--- config.mk ---
export PLATFORM = sky130hd
export DESIGN_NAME = pipeline_ifp_stage
export DESIGN_NICKNAME = d
export VERILOG_FILES = /design/src/rtl/pipeline_ifp_stage.sv
export SDC_FILE = /design/constraint.sdc
export NUM_CORES = 1
export LEC_CHECK = 0
export ABC_AREA = 0
export CAP_MARGIN = 40
export CORE_AREA = 2 2 103 105
export DETAILED_ROUTE_END_ITERATION = 7
export DIE_AREA = 0 0 105 107
export DONT_BUFFER_PORTS = 1
export PLACE_DENSITY_LB_ADDON = 0.15
export SETUP_SLACK_MARGIN = 0.4
export SLEW_MARGIN = 15
export SYNTH_ARGS = -nofsm -noshare
export SYNTH_HDL_FRONTEND = slang
export SYNTH_SLANG_ARGS = --single-unit
--- constraint.sdc ---
create_clock -name clk -period 5.44 [get_ports clk]
set_input_delay 1.088 -clock clk [delete_from_list [all_inputs] [get_ports clk]]
set_output_delay 1.088 -clock clk [all_outputs]
set_load 0.005 [all_outputs]
--- src/rtl/pipeline_ifp_stage.sv ---
// Instruction Fetch Prepare stage: owns the PC, selects the ROM or DRAM fetch
// channel, and runs a two-state DRAM read handshake with a timeout watchdog.
module pipeline_ifp_stage #(
  parameter logic [63:0] RESET_PC  = 64'h0,
  parameter logic [63:0] DRAM_BASE = 64'h8000_0000,
  parameter int unsigned TIMEOUT   = 255
) (
  input  logic        clk,
  input  logic        reset,
  input  logic        stall,
  input  logic        redirect_valid,
  input  logic [63:0] redirect_pc,
  input  logic        dram_data_ready,
  output logic [63:0] pc_IFP,
  output logic        if_channel_sel,
  output logic [63:0] rom_addr,
  output logic        dram_rd_en,
  output logic [63:0] dram_addr,
  output logic        fetch_fault
);

  // DRAM handshake: dram_rd_en is a level request held for the whole WAIT
  // state with dram_addr stable; a word is consumed on the single edge where
  // the stage is in WAIT, dram_data_ready=1, stall=0 and redirect_valid=0.
  // The memory keeps dram_data_ready high once valid while the request holds.
  typedef enum logic {IDLE = 1'b0, WAIT = 1'b1} state_t;

  localparam logic [7:0] TIMEOUT_CNT = 8'(TIMEOUT);

  state_t      state_q, state_d;
  logic [63:0] pc_q, pc_d;
  logic [7:0]  cnt_q, cnt_d;
  logic        fault_q, fault_d;
  logic        dram_sel;
  logic [63:0] pc_inc;
  logic [7:0]  cnt_inc;

  assign dram_sel = (pc_q >= DRAM_BASE);
  assign pc_inc   = pc_q + 64'd4;
  assign cnt_inc  = (cnt_q == 8'hFF) ? cnt_q : cnt_q + 8'd1;

  always_ff @(posedge clk or posedge reset) begin
    if (reset) begin
      state_q <= IDLE;
      pc_q    <= RESET_PC;
      cnt_q   <= 8'd0;
      fault_q <= 1'b0;
    end else begin
      state_q <= state_d;
      pc_q    <= pc_d;
      cnt_q   <= cnt_d;
      fault_q <= fault_d;
    end
  end

  always_comb begin
    state_d = state_q;
    pc_d    = pc_q;
    cnt_d   = cnt_q;
    fault_d = fault_q;
    if (redirect_valid) begin
      pc_d    = redirect_pc & ~64'd3;
      state_d = IDLE;
      cnt_d   = 8'd0;
      fault_d = 1'b0;
    end else if (stall) begin
      // A stalled WAIT still ages toward the timeout, even with data ready.
      if (state_q == WAIT) begin
        cnt_d   = cnt_inc;
        fault_d = fault_q | (cnt_inc == TIMEOUT_CNT);
      end
    end else begin
      case (state_q)
        IDLE: begin
          if (dram_sel) begin
            state_d = WAIT;
            cnt_d   = 8'd0;
          end else begin
            pc_d = pc_inc;
          end
        end
        WAIT: begin
          if (dram_data_ready) begin
            pc_d    = pc_inc;
            state_d = IDLE;
            cnt_d   = 8'd0;
          end else begin
            cnt_d   = cnt_inc;
            fault_d = fault_q | (cnt_inc == TIMEOUT_CNT);
          end
        end
        default: state_d = IDLE;
      endcase
    end
  end

  always_comb begin
    pc_IFP         = pc_q;
    rom_addr       = pc_q;
    dram_addr      = pc_q;
    if_channel_sel = dram_sel;
    dram_rd_en     = (state_q == WAIT);
    fetch_fault    = fault_q;
  end

endmodule
# Word-level counts from Yosys, hierarchy flattened
# Cells that the tools add are included.
[totals]
in_bits = 69
regBits = 74
wordCells = 43
output_inout_bits = 195
[classes]
mux = 22
n_bitwise = 2
add_sub_neg = 2
magnitude_cmp = 1
n_eq_ne = 8
n_reduce_logical = 4
[ops]
columns = ["cell", "n"]
rows = [
  ["two-way mux 64 bit", 4],
  ["case mux 64 bit (2 select lines)", 1],
  ["adder 64 x 3 -> 64 bit, second input constant", 1],
  [">= comparator 64 x 32 -> 1 bit, second input constant", 1],
  ["two-way mux 8 bit", 6],
  ["== test 8 bit, second input constant", 2],
  ["case mux 8 bit (2 select lines)", 1],
  ["two-way mux 1 bit", 9],
  ["inequality test 3 bit, second input constant", 3],
  ["adder 8 x 1 -> 8 bit, second input constant", 1],
  ["inequality test 4 bit, second input constant", 1],
  ["AND reduction 2 bit", 2],
  ["inequality test 3 x 1 -> 1 bit, second input constant", 1],
  ["AND reduction 3 bit", 1],
  ["inequality test 2 x 1 -> 1 bit, second input constant", 1],
  ["case mux 1 bit (2 select lines)", 1],
  ["nonzero test 2 bit", 1],
  ["NOT 1 bit", 1],
  ["OR 1 bit", 1],
]

# Depth between registers and ports, before layout
[depth]
ltp_word = 8
ltp_mapped = 8
ltp_nobuf = 6

# Least setup slack after synthesis
# Ideal clock, no wire load.
[synth_timing]
kind = "reg-to-output"
startpoint = "reg pc_q[50], in the netlist dram_addr[50]"
endpoint = "out if_channel_sel"
setup_slack_ps = 2919
n_path_buf = 0
t_arrival_ps = 1433
path_stages_with_launch = 5
path_cell_list = "dfrtp_1 or4_4 nor3_4 and3_1 inv_1"
[synth_via]
elab_chain_len = 1
[synth_lines]
columns = ["element", "line", "rtl"]
rows = [
  ["from (decl)", "31", "logic [63:0] pc_q, pc_d;"],
  ["from (signal assigned)", "50", "pc_q <= pc_d;"],
  [">= comparator 64 x 32 -> 1 bit", "38", "assign dram_sel = (pc_q >= DRAM_BASE);"],
  ["to (decl)", "15", "output logic if_channel_sel,"],
]
# No other way between the ends.

# Worst setup path after layout
[layout_timing]
startpoint = "reg pc_q[48], in the netlist dram_addr[48]"
endpoint = "out if_channel_sel"
# The elaborated chain is that of the path after synthesis.

==> run metrics <==
DP HPWL 11.9 mm; Worst Hold Depth 2; met2 WL 8.30 mm; setup TNS 0 ns; Std-Cell Rows 37; Synth Register Bits 72; Seq/Total Area, Yosys 0.286; DRC viols 0; Total Wirelength about 18 mm; metal1 wirelength 7.28 mm; max-slew violation count 0; Design Power 1.50 mW; pwr dens 272 mW/mm^2; Final GP Congestion 0.885; synthesized area per cell 8.01 um^2; Hold Buf Count CTS 0; CTS sink cnt 72; Die Span X 105 um; synth warn 0; Port Buf Inserts 0; Avg Vias per Cell roughly 7; Post-Synthesis Cells 785; Die Y-Extent roughly 110 um; crit path DAT 2.16 ns; final setup fails 0; Clock Tree Buf Depth 2; ratio of cells with drive above 1 in the final layout 0.0730; max_cap viols 0; worst skew pair latency between 0.3 and 0.4 ns; Post-synth EDFFs 0; Primary FF master, synth dfrtp_1; total gr overflow 0; status finished, final reports clean; GRT Total Usage 0.312; Least-Margin Pin Slew around 0.76 ns; Yosys cell types 72; die area 0.0112 mm^2; reg2reg setup slack 2.64 ns; RSZ-0062 raised after global routing false; critical path class flop to primary output; Area contributors post-synth dfrtp_1, buf_4, nor2_1; Util after Layout 0.546; most frequent cell after synthesis buf_4; number of DRC markers in iteration 0 between 400 and 500; area grow syn2layout -12.4%; wire length on met3 roughly 1.5 mm; cells on worst reg2reg path 6; H-tree Lvls 3; fmax 0.308 GHz; CP Launch Type flop; area of the core 0.0101 mm^2; CTS tree done; Clock Tree Root clkbuf_8; DR top layer met4; cell taking the most area after synthesis dfrtp_1; mapped cell area 0.00629 mm^2; Worst Skew around 0.015 ns; total CTS buffers 9; Slew headroom 0.492; clock-pin transition on the worst setup and hold timing paths 0.08 ns; fin crit period 3.25 ns; Antenna diodes 0; cell area after layout about 0.0055 mm^2; initial antenna violation count 0; largest net degree at the start of global routing roughly 120; Worst setup EP type primary output; hold crit path type flop to flop; Post CTS Setup Buffer Count 0; vias post-DR 5,500; Final nets 697; vias in the first global route 5,106; share of the synthesized area in the top cell type 0.286; Hold Path End fetch_fault$_DFFE_PP0P_; IO Pins 264; WL/cell 22.9 um; placed inst area 0.00534 mm^2; Synth top cells by count buf_4, dfrtp_1, nor2_1; reg2reg start dram_addr[3]$_DFFE_PP0P_; Leak Pwr 2.06 nW; Peak VDD IR approximately 170 uV; RR Endpoint dram_addr[48]$_DFFE_PP0P_; Crit path required time 4.35 ns; worst-path maximum fanout 12; TritonRoute pass-1 iters 5; antenna-violating nets left 0; Post-synth ARST share 1.00; Hold Path Origin fetch_fault$_DFFE_PP0P_; Starting Density 0.623; final hold vios 0; Final Cycle Share 0.597; first-pass GRT wire length 28.0 mm; post_cts resized 0
[worst max-delay path, cell delays in order (launching register included)]
cell     delay (ns)
dfrtp_1        0.56
nor4_1         0.48
and4_1         0.40
and3_1         0.28
inv_1          0.08
[power by group]
group / switching (mW) / leakage (nW) / internal [mW]
clock: 0.220 / 0.0878 / 0.175
sequential: 0.232 / 0.857 / 0.609
combinational: 0.150 / 1.12 / 0.115
[how the worst max path moves through the flow]
stage	from	endpoint	slack [ns]
after CTS	dram_addr[48]$_DFFE_PP0P_	if_channel_sel	2.21
after global routing	dram_addr[48]$_DFFE_PP0P_	if_channel_sel	2.13
after floorplan	reset	cnt_q[0]$_DFFE_PP0P_	2.53
final	dram_addr[48]$_DFFE_PP0P_	if_channel_sel	2.19
after detailed placement	dram_data_ready	dram_addr[12]$_DFFE_PP0P_	2.59
after global placement	dram_data_ready	dram_addr[13]$_DFFE_PP0P_	2.32
[state kept, by name, indices dropped and copies added, names as in the netlist]
name	cells
cnt_q	8
dram_rd_en	1
dram_addr	62
fetch_fault	1
[layer usage]
layer | vias to the layer above | track usage
li1 | 2472 | -
met1 | 2684 | 0.404
met3 | 36 | 0.0760
met5 | - | 0
met2 | 308 | 0.500
met4 | 0 | 0.130
[cells in the final DEF, fill, tap and decap left out, types with 8 or more instances in the layout]
| cell | netlist | routed |
|---|---|---|
| and3_1 | 20 | 20 |
| nand2_1 | 47 | 47 |
| nor3_1 | 17 | 17 |
| o2bb2ai_1 | 10 | 10 |
| clkbuf_8 | 0 | 10 |
| and4_1 | 14 | 14 |
| o211ai_1 | 10 | 10 |
| o22ai_1 | 8 | 8 |
| nand4_1 | 22 | 22 |
| a21oi_1 | 42 | 42 |
| inv_1 | 21 | 19 |
| o21ai_0 | 47 | 47 |
| and2_1 | 11 | 11 |
| a211oi_1 | 8 | 8 |
| dfrtp_1 | 72 | 72 |
| a22oi_1 | 10 | 10 |
| nor4_1 | 18 | 18 |
| nand3_1 | 29 | 29 |
| a31oi_1 | 11 | 11 |
| nor2_1 | 64 | 64 |
| a32oi_1 | 10 | 10 |
[cell type report]
type / instances / area (um^2)
Inverter: 21 / 78.8
Multi-Input combinational cell: 516 / 3240
Clock buffer: 10 / 138
Tap cell: 136 / 170
Timing Repair Buffer: 5 / 50.0
Clock inverter: 6 / 35.0
Sequential cell: 72 / 1800
Fill cell: 991 / 4580
[per-stage QoR]
| stage | instances | setup slack (ns) | hold slack (ns) |
|---|---|---|---|
| after floorplan | 790 | 2.53 | 0.523 |
| after global placement | 749 | 2.32 | 0.558 |
| after detailed placement | 750 | 2.59 | 0.561 |
| after CTS | 766 | 2.21 | 0.572 |
| after global routing | 766 | 2.13 | 0.594 |
| final | 766 | 2.19 | 0.565 |
[cell families after synthesis]
family / after synthesis / share of synthesized area
flip-flops: 72 / 0.286
AND/OR/NAND/NOR: 283 / 0.255
AO/OA/AOI/OAI: 219 / 0.239
adder cells (fa/ha/maj): 3 / 0.00597
XOR/XNOR: 1 / 0.00139
buffers and inverters: 202 / 0.205
other: 1 / 0.000596
multiplexers: 4 / 0.00636
Power figures use the tool's default switching activity.
